File: config.mk
export PLATFORM = sky130hd
export DESIGN_NAME = data_bus_arbiter
export DESIGN_NICKNAME = d
export VERILOG_FILES = /design/src/rtl/data_bus_pkg.sv /design/src/rtl/data_bus_arbiter_rr.sv /design/src/rtl/data_bus_arbiter.sv
export SDC_FILE = /design/constraint.sdc
export NUM_CORES = 1
export LEC_CHECK = 0
export ABC_AREA = 1
export CORE_ASPECT_RATIO = 0.75
export CORE_MARGIN = 10
export CORE_UTILIZATION = 40
export DETAILED_ROUTE_END_ITERATION = 10
export PLACE_DENSITY = 0.82
export SYNTH_ARGS = -nofsm -noshare
export SYNTH_HDL_FRONTEND = slang
export SYNTH_HIERARCHICAL = 1
export SYNTH_SLANG_ARGS = --single-unit
File: constraint.sdc
create_clock -name clk -period 2.3 [get_ports clk]
set_clock_uncertainty 0.15 [all_clocks]
set_input_delay 0.69 -clock clk [delete_from_list [all_inputs] [get_ports clk]]
set_output_delay 0.69 -clock clk [all_outputs]
set_load 0.01 [all_outputs]
File: src/rtl/data_bus_pkg.sv
// Shared types for the data-side bus arbiter: FSM states, length codes and the latched request.
// Package only; no timing or flow-control behaviour of its own.
package data_bus_pkg;

    typedef enum logic [1:0] {
        ST_IDLE = 2'd0,
        ST_BUS  = 2'd1,
        ST_RESP = 2'd2
    } state_t;

    localparam logic [1:0] LEN_BYTE = 2'd0;
    localparam logic [1:0] LEN_HALF = 2'd1;
    localparam logic [1:0] LEN_WORD = 2'd2;

    localparam int WS_W = 4;

    typedef struct packed {
        logic        rw;
        logic [1:0]  len;
        logic [31:0] addr;
        logic [31:0] wdata;
    } bus_req_t;

    // Writes and faulting accesses return zero so stale bus data never leaks out.
    function automatic logic [31:0] resp_data(input logic rw, input logic exc, input logic [31:0] rd);
        return (rw || exc) ? 32'd0 : rd;
    endfunction

endpackage

File: src/rtl/data_bus_arbiter_rr.sv
// Two-way round-robin pick: a lone requester wins, a tie goes to the one that did not win last.
// Purely combinational, zero latency; no backpressure of its own.
// Stateless so the instruction side can reuse it with its own `last` register.
module rr_arbiter2 (
    input  logic [1:0] req,
    input  logic       last,
    output logic [1:0] grant
);

    always_comb begin
        grant = req;
        if (req == 2'b11) begin
            grant = last ? 2'b01 : 2'b10;
        end
    end

endmodule

File: src/rtl/data_bus_arbiter.sv
// Shares data_bus between m0 (load/store) and m1 (debug/DMA); round-robin, one access at a time.
// Latency: gnt at t, bus t+1..t+1+WAIT_STATES, rvalid pulse at t+2+WAIT_STATES.
// Backpressure: requests simply wait (gnt low) while an access is in BUS or RESP.
module data_bus_arbiter
    import data_bus_pkg::*;
#(
    parameter int WAIT_STATES = 1
) (
    input  logic        clk,
    input  logic        reset_n,

    input  logic        m0_req,
    input  logic        m0_rw,
    input  logic [1:0]  m0_len,
    input  logic [31:0] m0_addr,
    input  logic [31:0] m0_wdata,
    output logic        m0_gnt,
    output logic        m0_rvalid,
    output logic [31:0] m0_rdata,
    output logic        m0_exc,

    input  logic        m1_req,
    input  logic        m1_rw,
    input  logic [1:0]  m1_len,
    input  logic [31:0] m1_addr,
    input  logic [31:0] m1_wdata,
    output logic        m1_gnt,
    output logic        m1_rvalid,
    output logic [31:0] m1_rdata,
    output logic        m1_exc,

    output logic        bus_rw,
    output logic [1:0]  bus_len,
    output logic [31:0] bus_addr,
    output logic [31:0] bus_write,
    input  logic [31:0] bus_read,
    input  logic        bus_exception
);

    state_t           state;
    logic             last;
    logic             owner;
    logic [WS_W-1:0]  cnt;
    bus_req_t         cur;
    logic [1:0]       resp_vld;
    logic [31:0]      resp_rdata;
    logic             resp_exc;
    logic [1:0]       win;
    logic             idle;

    rr_arbiter2 u_arb (
        .req   ({m1_req, m0_req}),
        .last  (last),
        .grant (win)
    );

    assign idle   = (state == ST_IDLE);
    assign m0_gnt = idle & win[0];
    assign m1_gnt = idle & win[1];

    // cur is only non-zero while in BUS, so the bus pins come straight off flops.
    assign bus_rw    = cur.rw;
    assign bus_len   = cur.len;
    assign bus_addr  = cur.addr;
    assign bus_write = cur.wdata;

    assign m0_rvalid = resp_vld[0];
    assign m1_rvalid = resp_vld[1];
    assign m0_rdata  = resp_vld[0] ? resp_rdata : 32'd0;
    assign m1_rdata  = resp_vld[1] ? resp_rdata : 32'd0;
    assign m0_exc    = resp_vld[0] & resp_exc;
    assign m1_exc    = resp_vld[1] & resp_exc;

    always_ff @(posedge clk or negedge reset_n) begin
        if (!reset_n) begin
            state      <= ST_IDLE;
            last       <= 1'b1;
            owner      <= 1'b0;
            cnt        <= '0;
            cur        <= '0;
            resp_vld   <= 2'b00;
            resp_rdata <= 32'd0;
            resp_exc   <= 1'b0;
        end else begin
            case (state)
                ST_IDLE: begin
                    if (win != 2'b00) begin
                        owner <= win[1];
                        last  <= win[1];
                        cnt   <= WS_W'(WAIT_STATES);
                        if (win[1]) begin
                            cur <= '{rw: m1_rw, len: m1_len, addr: m1_addr, wdata: m1_wdata};
                        end else begin
                            cur <= '{rw: m0_rw, len: m0_len, addr: m0_addr, wdata: m0_wdata};
                        end
                        state <= ST_BUS;
                    end
                end
                ST_BUS: begin
                    if (cnt == '0) begin
                        resp_rdata <= resp_data(cur.rw, bus_exception, bus_read);
                        resp_exc   <= bus_exception;
                        resp_vld   <= owner ? 2'b10 : 2'b01;
                        cur        <= '0;
                        state      <= ST_RESP;
                    end else begin
                        cnt <= cnt - WS_W'(1);
                    end
                end
                ST_RESP: begin
                    resp_vld <= 2'b00;
                    state    <= ST_IDLE;
                end
                default: begin
                    resp_vld <= 2'b00;
                    cur      <= '0;
                    state    <= ST_IDLE;
                end
            endcase
        end
    end

endmodule

==> impl_summary.md <==
Setup path
The worst register-to-register path begins at last$_DFFE_PN1P_. The cell repeated most along the worst path is sky130_fd_sc_hd__nand2_1. The critical path contains buffers and inverters numbering 4 combined. The capture point of the worst reg-to-reg path is bus_write[9]$_DFFE_PN0P_. At the worst endpoint, the arrival time is 1.41 ns. The top fanout value on the critical path is 2. The element type at the critical path start is an input port. The required time of the critical path is 1.46 ns.

The cell family contributing the most delay on the critical path is buffers and inverters. The startpoint-to-endpoint class of the critical path is input port to output port. The delay of the slowest cell on the worst path is 0.25 ns.

The count of cells along the worst register-to-register path is 6. The flop-to-flop setup slack is 0.33 ns. The slowest stage of the critical path is the sky130_fd_sc_hd__dlygate4sd2_1 cell. The kind of capture point of the worst setup path is an output port.

Walking the worst path, the cells encountered are dlygate4sd2_1 > inv_2 > nand2_1 > nand2_1 > inv_1 > nor2_1 > buf_2.

Routing
In the final routing, the length of wire on met1 measures 8000 um. The via density per instance is 4.86. The detailed-route wire length is 20800 um. The wire length on met3 is 2440 um. The DRC violation count after routing is 0. The final routed wire length divided by cell count is 17.4 um. The met2 wire length is 10100 um. The total number of vias is 5807.

The highest metal layer used by the detailed router is met4. The initial detailed-routing violation count is 343. The final antenna-violating net count is 0. The first detailed-routing pass ran for 5 iterations.

Logic synthesis
In the synthesized netlist, mux cells make up 5.27% of the area. The synthesized netlist contains 25 unique library cells. A synthesized cell averages 7.95 um2. After synthesis, the largest family of logic cells by area is simple AND/OR/NAND/NOR gates.

The number of nets handed over by synthesis was 890. Of the total synthesized cell area, the portion taken by full adders, half adders and majority gates is 0.439%. The synthesized design contains 110 register bits. The number of standard cells after synthesis is 717.

The number of warning messages in the yosys log is 6. Sequential cells were found to cover 48.3% of the synthesized design area. Summing the areas of all xor and xnor instances in the mapped netlist gives 0.154% of the synthesized area. The synthesized area is 0.00570 mm2. The compound-gate portion of the synthesized area is 14.0%. Summing the areas of all and, or, nand and nor instances in the mapped netlist gives 22.2% of the synthesized area.

Global routing
The number of global-route vias before repair came to 5959. The number of antenna violations at the first check in global routing is 0. The total overflow left after global routing is 0. In the global route stage, overall resource usage came out at 20.5%. The first global-routing pass estimated 31800 um of wire.

The maximum number of pins on one net before global-route repair is 58.

Pwr
In this run the static leakage power is 4.90 nW. The reported net switching power is 3.92 mW. The worst-case IR drop observed on VDD is 0.000976 V.

The clock network burns 15.6% of the power. In this run the power density over the cells is 1020 mW/mm2. Cell internal power was estimated by the tool at 5.56 mW.

Of the total power, the share spent switching nets is 41.4%. In this run, flip-flops and latches consume 32.0% of the power. The share of total power in combinational logic is 52.3%.

Clock network
Counting the buffers created by CTS gives 9. Clock latency on the worst-skew pair, taken at its later pin, is 0.34 ns. Clock-pin slew was measured on the worst setup and hold paths at 0.08 ns. The number of hold buffers added after CTS is 0. TritonCTS built the clock tree. The root buffer cell is sky130_fd_sc_hd__clkbuf_16.

The clock passes through at most 2 buffers. The clock sink count is 110. The number of H-tree branching levels is 3.

Place
After detailed placement, the design holds a cell count of 1176. The HPWL after detailed placement is 16400 um. After detailed placement, the total cell area comes to 0.00902 mm2.

The number of port buffers is 307. The final weighted congestion in routability-driven placement is 0.831.

Cells and area
The number of standard cells in the layout, taps in and fillers out is 1195. The library cell used most frequently in the layout, excluding fill and tap cells, is sky130_fd_sc_hd__nand2_1. Cells fill 67.1% of the core in the end.

The library cells used most frequently in the layout, excluding fill and tap cells, are 241 x sky130_fd_sc_hd__nand2_1, 234 x sky130_fd_sc_hd__clkdlybuf4s50_1, 107 x sky130_fd_sc_hd__dfrtp_1. The number of filler cells placed in the layout is 1149. The synthesis-to-finish area growth is 62.9%. The cell area after layout is 0.00928 mm2. The total area of multi-input combinational cells is 0.00241 mm2. At the end of the flow, the number of nets in the layout was 1188.

The register area is 0.00276 mm2. The number of antenna diodes in the final layout is 0. The fraction of layout cells with a size suffix above 1 is 6.67%.

Run status
The run finished with clean final reports.

Job
Max-cap violations in this run came to 0.

Timing
The highest clock rate is 444 MHz. For the final routed database, the setup TNS stands at 0 ns. The worst slew margin relative to its limit is 71.5%. The setup violation total in the final timing report is 0. The worst hold-check slack is 0.130 ns.

The final hold violation count came to 0. The number of pins exceeding their max-slew limit in the final report is 0. Setup repair after global routing left no endpoint under its margin.

The measured slew at the worst slew-check pin is 0.427 ns. The final cycle utilization of the critical path is 97.8%. The final critical delay including setup and external delays is 2.25 ns.

Die
The region available for standard cell placement spans 0.0138 mm2. From left edge to right edge, the die measures 158 um. For this configuration, the core starts out at a cell density of 41.2%. The I/O pin count is 308. The floorplan has 37 rows.

The die outline height is 123 um. The floorplan die area is 0.0195 mm2.

Worst hold path
The min-delay analysis places its worst path in the category input port to async pin.
==> how the worst max path moves through the flow <==
stage,startpoint,end,slack (ns),cells past startpoint
detailed placement,m1_req,m1_gnt,-0.68,6
global route,last$_DFFE_PN1P_,m0_gnt,0.0004,5
CTS,m0_req,m1_gnt,0.01,5
floorplan,m1_req,m1_gnt,0.06,6
finish,m1_req,m0_gnt,0.05,7
global placement,m1_req,m1_gnt,-0.68,6
==> kinds of logic (layout without fill, tap and decap cells) <==
| kind of cell | after synthesis | count (layout) |
|---|---|---|
| compound gates | 144 | 144 |
| flops | 110 | 110 |
| simple gates | 303 | 303 |
| xor+xnor | 1 | 1 |
| mux | 30 | 30 |
| buf+inv | 127 | 430 |
| fa+ha+maj | 2 | 2 |
==> stage by stage <==
| step | setup WS, ns | total power [mW] |
|---|---|---|
| 6_report | 0.0496 | 9.48 |
| 4_1_cts | 0.0143 | 9.54 |
| 3_3_place_gp | -0.677 | 7.99 |
| 5_1_grt | 0.000418 | 10.2 |
| 3_5_place_dp | -0.685 | 8.09 |
| 2_1_floorplan | 0.0632 | 5.73 |
==> cell type report <==
| class | instances | share of cell area [%] |
|---|---|---|
| Tap cell | 175 | 2.36 |
| Sequential cell | 110 | 29.7 |
| Multi-Input combinational cell | 480 | 26.0 |
| Timing Repair Buffer | 334 | 35.7 |
| Clock buffer | 9 | 2.43 |
| Inverter | 80 | 3.23 |
| Clock inverter | 7 | 0.593 |
==> power groups by stage <==
stage	logic, mW	registers, mW	clock network [mW]
6_report	4.96	3.04	1.48
5_1_grt	5.50	3.12	1.61
4_1_cts	4.98	3.03	1.53
3_3_place_gp	4.97	3.02	0
2_1_floorplan	2.58	3.15	0
3_5_place_dp	5.03	3.05	0
==> cells in the mapped netlist, drive strengths merged <==
master	n	share of area, %
o21ai	112	9.8
nand3	38	3.6
a21oi	2	0.18
clkbuf	25	1.6
nor2	20	2.0
a21o	30	4.0
dfstp	1	0.46
inv	80	5.3
mux2i	30	5.3
nand4	1	0.11
dfrtp	109	48
xor2	1	0.15
ha	2	0.44
buf	22	2.7
nand2	244	16
==> per-layer routing <==
layer / vias to the layer above / track usage, %
met3: 18 / 9.09
met4: 0 / 4.02
li1: 2857 / -
met2: 250 / 36.1
met5: - / 0
met1: 2682 / 22.6
==> state kept, by name (all words and copies together) (netlist names), 2 cells and up <==
register,flops
resp_rdata,32
cnt,4
bus_addr,32
bus_write,32
bus_len,2
state,2
resp_vld,2
==> repair_timing <==
action                                  in CTS  in global routing
resized for setup                           89                 11
buffers inserted                             1                  0
endpoints found under the setup margin     140                 14
cloned                                       1                  1
pin swaps                                    0                  2
Note: power is estimated with default switching activity, not from simulation.
